## src/rtl/dram_rd_pkg.sv

```systemverilog
// Shared constants and types for the DRAM read arbiter.
// Fixed burst shape: 128-byte bursts of 16 beats x 8 bytes, INCR.
package dram_rd_pkg;

   localparam int          BURST_BYTES   = 128;
   localparam int          BEAT_BYTES    = 8;
   localparam int          BURST_BEATS   = BURST_BYTES / BEAT_BYTES;

   localparam logic [3:0]  AXI_ARLEN      = 4'(BURST_BEATS - 1);
   localparam logic [1:0]  AXI_ARSIZE     = 2'b11;
   localparam logic [1:0]  AXI_BURST_INCR = 2'b01;
   localparam logic [1:0]  AXI_RESP_OKAY  = 2'b00;

   typedef enum logic {
      AR_IDLE,
      AR_VALID
   } ar_state_t;

endpackage : dram_rd_pkg

```

## src/rtl/dram_rd_order_fifo.sv

```systemverilog
// Issue-order FIFO of requester ids for outstanding read bursts.
// Depth must be a power of 2 so the pointers wrap naturally.
// The occupancy count doubles as the outstanding-burst count.
module dram_rd_order_fifo #(
   parameter  int WIDTH = 1,
   parameter  int DEPTH = 4,
   localparam int CW    = $clog2(DEPTH) + 1
) (
   input  logic             fclk,
   input  logic             rst,
   input  logic             i_push,
   input  logic [WIDTH-1:0] i_push_data,
   input  logic             i_pop,
   output logic [WIDTH-1:0] o_head,
   output logic             o_full,
   output logic             o_empty,
   output logic [CW-1:0]    o_count
);

   localparam int          PW       = $clog2(DEPTH);
   localparam logic [CW-1:0] FULL_CNT = CW'(DEPTH);

   logic [WIDTH-1:0] r_mem [DEPTH];
   logic [PW-1:0]    r_wr_ptr;
   logic [PW-1:0]    r_rd_ptr;
   logic [CW-1:0]    r_count;
   logic             w_push;
   logic             w_pop;

   assign o_full   = (r_count == FULL_CNT);
   assign o_empty  = (r_count == '0);
   assign o_count  = r_count;
   assign o_head   = r_mem[r_rd_ptr];
   assign w_push   = i_push && !o_full;
   assign w_pop    = i_pop && !o_empty;

   // Storage write; contents are only ever read behind a valid count.
   // NOTE: the array has no reset -- pointers and count define validity, so clearing it buys nothing.
   always_ff @(posedge fclk) begin
      if (w_push) begin
         r_mem[r_wr_ptr] <= i_push_data;
      end
   end

   // Pointer and occupancy tracking; push+pop together leaves count unchanged.
   // NOTE: non-blocking assignments so every register samples pre-edge values.
   always_ff @(posedge fclk) begin
      if (rst) begin
         r_wr_ptr <= '0;
         r_rd_ptr <= '0;
         r_count  <= '0;
      end else begin
         if (w_push) begin
            r_wr_ptr <= r_wr_ptr + PW'(1);
         end
         if (w_pop) begin
            r_rd_ptr <= r_rd_ptr + PW'(1);
         end
         case ({w_push, w_pop})
            2'b10:   r_count <= r_count + CW'(1);
            2'b01:   r_count <= r_count - CW'(1);
            default: r_count <= r_count;
         endcase
      end
   end

endmodule : dram_rd_order_fifo

```

## src/rtl/dram_read_arbiter.sv

```systemverilog
// Round-robin arbiter sharing one AXI3 HP read port between NUM_REQ
// burst requesters. AR grants are recorded in an order FIFO so each
// R beat is routed back to the requester that issued the burst.
// Optional build macro: DRAM_RD_ARB_STATS_EN adds per-requester
// completed-burst counters and sticky RRESP error flags.
module dram_read_arbiter
   import dram_rd_pkg::*;
#(
   parameter int NUM_REQ         = 2,
   parameter int MAX_OUTSTANDING = 4
) (
   input  logic                  fclk,
   input  logic                  rst,
   input  logic [NUM_REQ-1:0]    req_valid,
   output logic [NUM_REQ-1:0]    req_ready,
   input  logic [NUM_REQ*32-1:0] req_addr,
   output logic [NUM_REQ-1:0]    rd_valid,
   input  logic [NUM_REQ-1:0]    rd_ready,
   output logic [63:0]           rd_data,
   output logic                  rd_last,
   output logic                  M2S_AXI_ARVALID,
   input  logic                  M2S_AXI_ARREADY,
   output logic [31:0]           M2S_AXI_ARADDR,
   output logic [3:0]            M2S_AXI_ARLEN,
   output logic [1:0]            M2S_AXI_ARSIZE,
   output logic [1:0]            M2S_AXI_ARBURST,
   input  logic                  M2S_AXI_RVALID,
   output logic                  M2S_AXI_RREADY,
   input  logic                  M2S_AXI_RLAST,
   input  logic [63:0]           M2S_AXI_RDATA,
   input  logic [1:0]            M2S_AXI_RRESP
`ifdef DRAM_RD_ARB_STATS_EN
   ,
   output logic [NUM_REQ*16-1:0] stat_bursts,
   output logic [NUM_REQ-1:0]    stat_rresp_err
`endif
);

   localparam int              IDW     = $clog2(NUM_REQ);
   localparam int              CW      = $clog2(MAX_OUTSTANDING) + 1;
   localparam logic [IDW-1:0]  LAST_ID = IDW'(NUM_REQ - 1);
   localparam logic [CW-1:0]   OUT_MAX = CW'(MAX_OUTSTANDING);

   ar_state_t          r_state;
   ar_state_t          w_state_nxt;
   logic [IDW-1:0]     r_rr_ptr;
   logic [NUM_REQ-1:0] r_req_ready;
   logic [31:0]        r_araddr;
   logic [IDW-1:0]     w_grant_id;
   logic [IDW-1:0]     w_head;
   logic [CW-1:0]      w_outstanding;
   logic               w_empty;
   logic               w_unused_full;
   logic               w_grant;
   logic               w_beat_hs;
   logic               w_pop;

   // First requester at or after ptr (wrapping). Scanning from the far end
   // down lets the nearest valid requester win without an early exit.
   function automatic logic [IDW-1:0] rr_pick(input logic [NUM_REQ-1:0] valid,
                                               input logic [IDW-1:0]     ptr);
      logic [IDW-1:0] pick;
      int             idx;
      pick = ptr;
      for (int k = NUM_REQ - 1; k >= 0; k--) begin
         idx = (int'(ptr) + k) % NUM_REQ;
         if (valid[idx]) begin
            pick = IDW'(idx);
         end
      end
      return pick;
   endfunction

   assign w_grant_id = rr_pick(req_valid, r_rr_ptr);
   assign w_grant    = (r_state == AR_IDLE) && (|req_valid) && (w_outstanding < OUT_MAX);
   assign w_beat_hs  = M2S_AXI_RVALID && M2S_AXI_RREADY;
   assign w_pop      = w_beat_hs && M2S_AXI_RLAST;

   dram_rd_order_fifo #(
      .WIDTH (IDW),
      .DEPTH (MAX_OUTSTANDING)
   ) u_order_fifo (
      .fclk        (fclk),
      .rst         (rst),
      .i_push      (w_grant),
      .i_push_data (w_grant_id),
      .i_pop       (w_pop),
      .o_head      (w_head),
      .o_full      (w_unused_full),
      .o_empty     (w_empty),
      .o_count     (w_outstanding)
   );

   // AR FSM state register.
   always_ff @(posedge fclk) begin
      if (rst) begin
         r_state <= AR_IDLE;
      end else begin
         r_state <= w_state_nxt;
      end
   end

   // AR FSM next state: grant from IDLE, return once the address is accepted.
   // NOTE: default assignment first so no path leaves w_state_nxt unassigned (no latch).
   always_comb begin
      w_state_nxt = r_state;
      case (r_state)
         AR_IDLE:  if (w_grant)         w_state_nxt = AR_VALID;
         AR_VALID: if (M2S_AXI_ARREADY) w_state_nxt = AR_IDLE;
         default:                       w_state_nxt = AR_IDLE;
      endcase
   end

   // Grant-time registers: address capture, one-cycle accept pulse, pointer advance.
   always_ff @(posedge fclk) begin
      if (rst) begin
         r_araddr    <= '0;
         r_req_ready <= '0;
         r_rr_ptr    <= '0;
      end else begin
         r_req_ready <= '0;
         if (w_grant) begin
            r_araddr    <= req_addr[32*w_grant_id +: 32];
            r_req_ready <= NUM_REQ'(1) << w_grant_id;
            r_rr_ptr    <= (w_grant_id == LAST_ID) ? '0 : w_grant_id + IDW'(1);
         end
      end
   end

   // Outputs: ARVALID is the AR_VALID state; R path steered by the FIFO head.
   always_comb begin
      M2S_AXI_ARVALID = (r_state == AR_VALID);
      M2S_AXI_RREADY  = !w_empty && rd_ready[w_head];
      rd_valid        = '0;
      if (M2S_AXI_RVALID && !w_empty) begin
         rd_valid[w_head] = 1'b1;
      end
   end

   assign M2S_AXI_ARADDR  = r_araddr;
   assign M2S_AXI_ARLEN   = AXI_ARLEN;
   assign M2S_AXI_ARSIZE  = AXI_ARSIZE;
   assign M2S_AXI_ARBURST = AXI_BURST_INCR;
   assign req_ready       = r_req_ready;
   assign rd_data         = M2S_AXI_RDATA;
   assign rd_last         = M2S_AXI_RLAST;

`ifdef DRAM_RD_ARB_STATS_EN
   logic [NUM_REQ*16-1:0] r_stat_bursts;
   logic [NUM_REQ-1:0]    r_stat_rresp_err;

   // Per-requester burst completions (wrapping) and sticky error-response flags.
   always_ff @(posedge fclk) begin
      if (rst) begin
         r_stat_bursts    <= '0;
         r_stat_rresp_err <= '0;
      end else begin
         if (w_beat_hs && (M2S_AXI_RRESP != AXI_RESP_OKAY)) begin
            r_stat_rresp_err[w_head] <= 1'b1;
         end
         if (w_pop) begin
            r_stat_bursts[16*w_head +: 16] <= r_stat_bursts[16*w_head +: 16] + 16'd1;
         end
      end
   end

   assign stat_bursts    = r_stat_bursts;
   assign stat_rresp_err = r_stat_rresp_err;
`else
   // Response code is only consumed by the statistics block.
   logic w_unused_rresp;
   assign w_unused_rresp = (M2S_AXI_RRESP != AXI_RESP_OKAY);
`endif

endmodule : dram_read_arbiter

```

## config.mk

```make
export PLATFORM = sky130hd
export DESIGN_NAME = dram_read_arbiter
export DESIGN_NICKNAME = d
export VERILOG_FILES = /design/src/rtl/dram_rd_pkg.sv /design/src/rtl/dram_rd_order_fifo.sv /design/src/rtl/dram_read_arbiter.sv
export SDC_FILE = /design/constraint.sdc
export NUM_CORES = 1
export LEC_CHECK = 0
export ABC_AREA = 1
export CAP_MARGIN = 25
export CORE_ASPECT_RATIO = 0.8
export CORE_UTILIZATION = 29
export CTS_CLUSTER_SIZE = 30
export DETAILED_ROUTE_END_ITERATION = 8
export PLACE_DENSITY = 0.78
export SYNTH_ARGS = -nofsm -noshare
export SYNTH_HDL_FRONTEND = slang
export SYNTH_HIERARCHICAL = 1
export SYNTH_SLANG_ARGS = --single-unit
```

## constraint.sdc

```tcl
create_clock -name fclk -period 2.3 [get_ports fclk]
set_clock_uncertainty 0.2 [all_clocks]
set_input_delay 0.575 -clock fclk [delete_from_list [all_inputs] [get_ports fclk]]
set_output_delay 0.575 -clock fclk [all_outputs]
set_load 0.1 [all_outputs]
```

==> impl.org, run 1 <==
** GRT
- Entering global routing, the biggest net connects 32 pins.
- The total overflow left after global routing is 0.
- Initial antenna violation count :: 0
- Global-route total usage across every layer :: 13.32%
- The number of global-route vias before repair was 2447.
- First-pass GRT wire length :: around 11 mm

** Critical path
- At the worst endpoint, the arrival time is 2.52 ns.
- Startpoint-to-endpoint class of the critical path :: flop to flop
- Type of element capturing the critical path :: flop
- In this run the worst path has a maximum fanout of 3.
- The worst register-to-register path has a setup slack of -0.24 ns.
- For the worst flop-to-flop path, the logic depth is 20.
- Broken down by cell family, the worst path's largest delay share belongs to simple AND/OR/NAND/NOR gates.
- Walking the worst path, the cells encountered are inv_2 -> nor2_1 -> nor2_1 -> o21ai_1 -> o21ai_2 -> buf_4 -> inv_2 -> o21ai_2 -> nor2_2 -> inv_1 -> nor2_2 -> ha_2 -> inv_2 -> fa_2 -> inv_2 -> nand2_2 -> nand3_1 -> nand2_1 -> inv_1 -> nor2_1.
- Count of buffering cells on the critical path with inverters included :: 7
- Worst Setup EP :: u_order_fifo/o_count[2]
- CP max-delay cell :: fa_2
- In this run the critical register-to-register path is captured at u_order_fifo/o_count[2].
- Required @ worst endpoint :: 2.28 ns
- Number of cells on the critical path :: 20
- The worst setup path is launched from a flop.
- The most numerous cell type found on the critical path is inv_2.
- Maximum cell stage delay along the critical path :: 0.38 ns

** Run
- Max-Cap Viols :: 0

** Outcome
- Outcome :: complete, but fails checks
- The checks that failed: setup timing.

** Detailed routing
- Drt drc :: 0
- Drt pass-1 iters :: 4
- Dividing the detail-routed wire length by the instance count gives between 10 and 15 um.
- Number of DRC markers in iteration 0 :: 67
- Post-route ant nets :: 0
- Wires add up to slightly above 7 mm.
- Dividing the detail-routed via count by the number of cells gives roughly 4.4.
- Summing over every cut layer, the via total after detailed routing is 2625.

** Clock tree
- Clock transition at the registers of the reported paths :: ~0.070 ns
- Clock tree sinks :: ~50
- The clock tree synthesis step divided the H-tree into 2 levels.
- Clock insertion delay at the later pin of the skew report :: 0.28 ns
- The number of clock buffers added by TritonCTS is 5.
- TritonCTS built the clock tree.
- The root buffer cell chosen for the clock tree is clkbuf_16.
- Clk buf depth :: 2

** Final layout
- Number of antenna cells inserted :: 0
- The multi-input combinational cells in the finished layout cover a total of 1120 sq um.
- Area growth from synthesis to layout :: 37.92%
- Util after Layout :: 41.36%
- Fill cell instance count of the final layout :: between 900 and 1000
- Post-route standard cell area excluding fillers :: ~4000 sq um
- The final layout contains 607 nets.
- Cells with a size suffix above 1 make up 22.25% of the layout.
- In the final layout, flip-flops and latches occupy 1023 sq um.

** Min path
- Classification of the worst-slack hold path :: flop to flop
- WHS Path Cells :: 2

** Place
- Setup WS pre-CTS :: -0.5242 ns
- Cell Area, Placed :: 3765 sq um
- Final Wtd Congestion :: 0.6973
- The wire-length estimate of the detail-placed layout is 5.408 mm.
- # port buffers :: 111

** Timing
- The number of pins exceeding their max-slew limit in the final report came to 0.
- Peak clock frequency supported by timing :: 394.3 MHz
- Share of the cycle needed by the critical path after routing :: 110.3%
- Setup violation total in the final timing report :: 5
- After layout, the worst setup slack is -0.2359 ns.
- RSZ-0062 raised after global routing :: true
- The final number of hold-violating endpoints came to 0.
- The smallest clock period supported by the final layout is computed as 2.536 ns.

** Pwr
- After layout, the design draws a total of 3609 uW.
- Cell internal power was estimated by the tool at 1941 uW.
- In this run switching power makes up a little under half of total power.
- In this run the static leakage power is 0.001871 uW.
- Share of power burned in registers :: 29.7%
- In this run the power spent charging and discharging nets is 1668 uW.
- Power spread over the standard cell area amounts to 904.2 nW/um^2.
- IR analysis of the VDD net gives a maximum drop of 0.0003057 V.
- Clock network fraction of total power :: 19.8%
- Portion of total power attributed to combinational logic :: between 50% and 60%

** Floorplan
- Top-level I/O count :: 250
- Number of core rows :: 32
- For this configuration, the core starts out at a cell density of 29.99%.
- Die area :: between 10000 and 15000 sq um
- Core region area :: 9649 sq um
- The floorplan step set the die width to 113.7 um.
- The die is 91.35 um tall.

** Logic synthesis
- Post-synthesis average cell area :: between 7 and 8 sq um
- The synthesized netlist occupies a cell area of approximately 2900 sq um.
- Number of standard cells after synthesis :: 399
- Warnings from Yosys :: 6
metal layers:
metal | wire (um) | share of wire (%) | GRT usage (%) | up-vias
li1 | - | - | - | 1306
met1 | 3083 | 43 | 15.95 | 1194
met2 | 3472 | 48 | 22.51 | 113
met3 | 642 | 8.9 | 5.073 | 12
met4 | 39 | 0.54 | 2.851 | 0
met5 | 0 | 0 | 0 | -
placed cells by master, fill, tap and decap left out, drive strengths merged, types with 2 or more instances in the layout:
cell / count
nand3: 103
edfxtp: 4
inv: 48
nand2: 61
dfxtp: 45
buf: 68
nor3: 2
nor2: 22
clkinv: 3
clkbuf: 5
a21oi: 7
clkdlybuf4s50: 71
o21ai: 7
conb: 8
ha: 5
per-stage QoR:
stage	std cells	setup TNS, ns	hold slack, ns
2_1_floorplan	405	0	0.2401
3_3_place_gp	582	-2.271	0.2381
3_5_place_dp	582	-3.109	0.2412
4_1_cts	594	-0.2331	0.2577
5_1_grt	599	-1.478	0.2713
6_report	599	-0.6007	0.2604
state kept, by name, summed over array words and instances (netlist names), named ones only:
signal	flops
u_order_fifo/r_wr_ptr	2
M2S_AXI_ARADDR	32
r_rr_ptr	1
u_order_fifo/o_count	3
req_ready	2
u_order_fifo/r_rd_ptr	2
u_order_fifo/r_mem	4
M2S_AXI_ARVALID	1
worst reg2reg max path: cells and delay by family (launching register included):
family,cells,cell delay [ns]
AND/OR/NAND/NOR,8,0.58
adder cells (fa/ha/maj),2,0.57
buffers and inverters,7,0.47
flip-flops,1,0.35
AO/OA/AOI/OAI,3,0.26
worst min path at each step:
| stage | startpoint | to |
|---|---|---|
| final | M2S_AXI_ARADDR[21] | M2S_AXI_ARADDR[21] |
| after global routing | M2S_AXI_ARADDR[25] | M2S_AXI_ARADDR[25] |
| after CTS | M2S_AXI_ARADDR[26] | M2S_AXI_ARADDR[26] |
| after detailed placement | M2S_AXI_ARADDR[26] | M2S_AXI_ARADDR[26] |
| after global placement | M2S_AXI_ARADDR[21] | M2S_AXI_ARADDR[21] |
| after floorplan | r_rr_ptr | r_rr_ptr |
cell type report:
type / instances / area share (%)
Clock buffer: 5 / 3.135
Clock inverter: 3 / 0.4389
Inverter: 48 / 4.514
Multi-Input combinational cell: 218 / 28.06
Sequential cell: 49 / 25.64
Tap cell: 136 / 4.263
Timing Repair Buffer: 140 / 33.95
repair_timing:
| action | in CTS | in global routing |
|---|---|---|
| pin swaps | 2 | 12 |
| buffers inserted | 4 | 5 |
| setup endpoints to repair | 4 | 14 |
| resized for setup | 5 | 9 |
| hold buffers | 0 | 0 |
power by group through the flow:
stage,Combinational [uW],Sequential [uW],Clock (uW)
CTS,1800,1070,747
global route,1930,1090,774
finish,1820,1070,715
global placement,1760,1080,0
detailed placement,1790,1090,0
floorplan,1120,1730,0
(Power assumes the default switching activity.)
==> run 2, diff against run 1 <==
--- a/config.mk
+++ b/config.mk
@@ -16,3 +16,4 @@
 export SYNTH_HDL_FRONTEND = slang
 export SYNTH_HIERARCHICAL = 1
 export SYNTH_SLANG_ARGS = --single-unit
+export TNS_END_PERCENT = 10
==> impl.org, run 2 (synthesized netlist as in run 1, its figures left out) <==
** Outcome
- Outcome :: complete, but fails checks
- The checks that failed: setup timing.

** Detailed routing
- Number of DRC markers in iteration 0 :: 58
- The routed layout has ~2600 vias.
- In the routed layout, each cell is associated on average with a via count of 4.379.
- After detailed routing, the wire length on met1 is 3.047 mm.
- In the detailed route, the total length drawn on met3 is 631 um.
- Drt drc :: 0
- Uppermost layer routed :: met4
- Detailed Route WL :: approximately 7 mm
- Drt pass-1 iters :: 4
- In the detailed route, the total length drawn on met2 is 3.484 mm.
- Dividing the detail-routed wire length by the instance count gives 12.08 um.
- Post-route ant nets :: 0

** Clock tree
- Clock insertion delay at the later pin of the skew report :: 0.28 ns
- In this run the deepest clock path goes through 2 buffers.
- Hold buffer count at cts :: 0
- CTS saw between 40 and 50 sinks.
- Number of H-tree branching levels :: 2
- Clock transition at the registers of the reported paths :: 0.07 ns
- TritonCTS clock tree :: yes
- Clock root buffer :: clkbuf_16
- TritonCTS created 5 clock buffers.

** GRT
- Global-route total usage across every layer :: 13.25%
- Initial antenna violation count :: 0
- Global routing finished with a remaining overflow of 0.
- First-pass GRT wire length :: ~11 mm
- Number of global-route vias before repair :: 2425
- Entering global routing, the biggest net connects 32 pins.

** Pwr
- Worst IR drop on VDD :: between 0.0003 and 0.0004 V
- Clock network fraction of total power :: 19.8%
- Cell internal power was estimated by the tool at around 1900 uW.
- In this run the power density over the cells is 907.6 nW/um^2.
- The design draws 3602 uW.
- Net switching is a little under half of the power.
- Net switching power figure :: roughly 1700 uW
- Per report_power, the combinational group accounts for 50.4% of the total.
- In this run the static leakage power is 0.001856 uW.
- Share of power burned in registers :: 29.7%

** Critical path
- Reg2Reg Depth :: 20
- Arrival @ worst endpoint :: 2.49 ns
- The worst setup path is launched from a flop.
- In this run the worst path has a maximum fanout of 3.
- Type of element capturing the critical path :: flop
- R2R setup slack :: -0.21 ns
- Required @ worst endpoint :: 2.29 ns
- The worst register-to-register path ends at u_order_fifo/o_count[2].
- Startpoint-to-endpoint class of the critical path :: flop to flop

** Place
- Final Wtd Congestion :: about 0.70
- In this run the tool buffered the top-level ports with about 110 buffer cells.
- HPWL Detailed :: 5.408 mm

** Min path
- Endpoint of the worst hold-timing path :: M2S_AXI_ARADDR[21]
- The worst hold path passes through 2 cells.
- The startpoint identified for the worst hold timing path is M2S_AXI_ARADDR[21].
- Classification of the worst-slack hold path :: flop to flop

** Timing
- Worst Setup Slack, final :: -0.2053 ns
- The final number of hold-violating endpoints came to 0.
- Setup repair after global routing could not meet its margin everywhere.
- In the final timing run, aggregate negative setup slack is -0.5381 ns.
- The number of pins exceeding their max-slew limit in the final report was 0.
- Transition time at the pin with the least slew margin :: 0.4994 ns
- For this run, the top clock speed supported by timing is 399.2 MHz.
- In the finished design, the share of the clock period the worst path needs comes to 108.9%.
- Setup violation total in the final timing report :: 5
- The routed design could run at a clock period as short as 2.505 ns.
- Worst slew margin relative to its limit :: 66.67%
- Worst hold margin :: ~0.26 ns

** Final layout
- Leaving out fill and tap cells, the most frequent cell in the layout is nand3_1.
- The library cells used most frequently in the layout, excluding fill and tap cells, are nand3_1, clkdlybuf4s50_1, nand2_1.
- Area growth from synthesis to layout :: 37.14%
- The sequential cells in the finished layout cover a total of 1023 sq um.
- Number of antenna cells inserted :: 0
- Multi-input gate area in the final layout :: 1120 sq um
- The register with the most flip-flops in the layout has 32 of them.
- After the last flow step, the layout net total stands at 604.
- Share of cells above drive strength 1 :: 21.74%
- Fill cell instance count of the final layout :: 979

** Floorplan
- Core region area :: 9649 sq um
- The floorplan has 32 rows.
- The die covers 10390 sq um.
- Die Wd :: 113.7 um
- From bottom edge to top edge, the die measures just over 90 um.
- The initial utilization of the core area, before any placement, comes to 29.99%.
- Top-level I/O count :: 250

** Run
- Across the run, the number of max-cap violations was 0.
==> run 2: cell types whose count changed in the layout (fill, tap and decap cells not counted) <==
cell / delta
buf_4: -3
==> run 2: what timing repair did <==
action | 4_1_cts | 5_1_grt
gates cloned | 0 | 0
gates resized for setup | 5 | 9
buffers inserted | 1 | 5
setup endpoints to repair | 4 | 14
hold endpoints to repair | 0 | 0
pin swaps | 2 | 11
==> run 2: how the worst max path moves through the flow <==
stage,startpoint,endpoint,slack (ns),depth (start not counted)
after floorplan,flop,u_order_fifo/o_count[2],0.01,19
after global placement,rd_ready[0],u_order_fifo/o_count[2],-0.42,16
after detailed placement,rd_ready[0],u_order_fifo/o_count[2],-0.52,16
after CTS,flop,u_order_fifo/o_count[2],-0.15,20
after global routing,flop,u_order_fifo/o_count[2],-0.38,20
final,flop,u_order_fifo/o_count[2],-0.21,20
==> run 2: routing by layer <==
layer	vias to the layer above	track usage [%]
met1	1196	15.91
li1	1300	-
met5	-	0
met2	104	22.31
met3	10	5.073
met4	0	2.851
==> run 2: final cells by class <==
cell class	count	area share (%)
clock inverters	3	0.4414
repair buffers	137	33.58
well taps	136	4.288
inverters	48	4.540
multi-input cells	218	28.22
flip-flops and latches	49	25.79
clock buffers	5	3.153
==> run 2: power by group through the flow <==
stage | clock [uW] | combinational (uW) | sequential [uW]
final | 715 | 1820 | 1070
after global routing | 774 | 1920 | 1090
after CTS | 747 | 1800 | 1070
after detailed placement | 0 | 1790 | 1090
after global placement | 0 | 1760 | 1080
after floorplan | 0 | 1120 | 1730
==> run 2: per-stage QoR <==
stage | std cells | setup slack [ns] | cell area (sq um) | util, %
2_1_floorplan | 405 | 0.01319 | 2949 | -
3_3_place_gp | 582 | -0.4226 | 3765 | 39.02
3_5_place_dp | 582 | -0.5242 | 3765 | 39.02
4_1_cts | 591 | -0.1526 | 3918 | 40.60
5_1_grt | 596 | -0.3805 | 3969 | 41.13
6_report | 596 | -0.2053 | 3969 | 41.13
==> run 2: worst max-delay path, cell delays in order (launching register included) <==
cell and delay, ns:
dfxtp_2 0.35, inv_2 0.04, nor2_1 0.09, nor2_1 0.05, o21ai_1 0.09, o21ai_2 0.09, buf_4 0.15, inv_2 0.06
o21ai_2 0.07, nor2_2 0.13, inv_1 0.06, nor2_2 0.11, ha_2 0.19, inv_2 0.05, fa_2 0.37, inv_2 0.06
nand2_2 0.05, nand3_1 0.06, nand2_1 0.05, inv_1 0.05, nor2_1 0.03
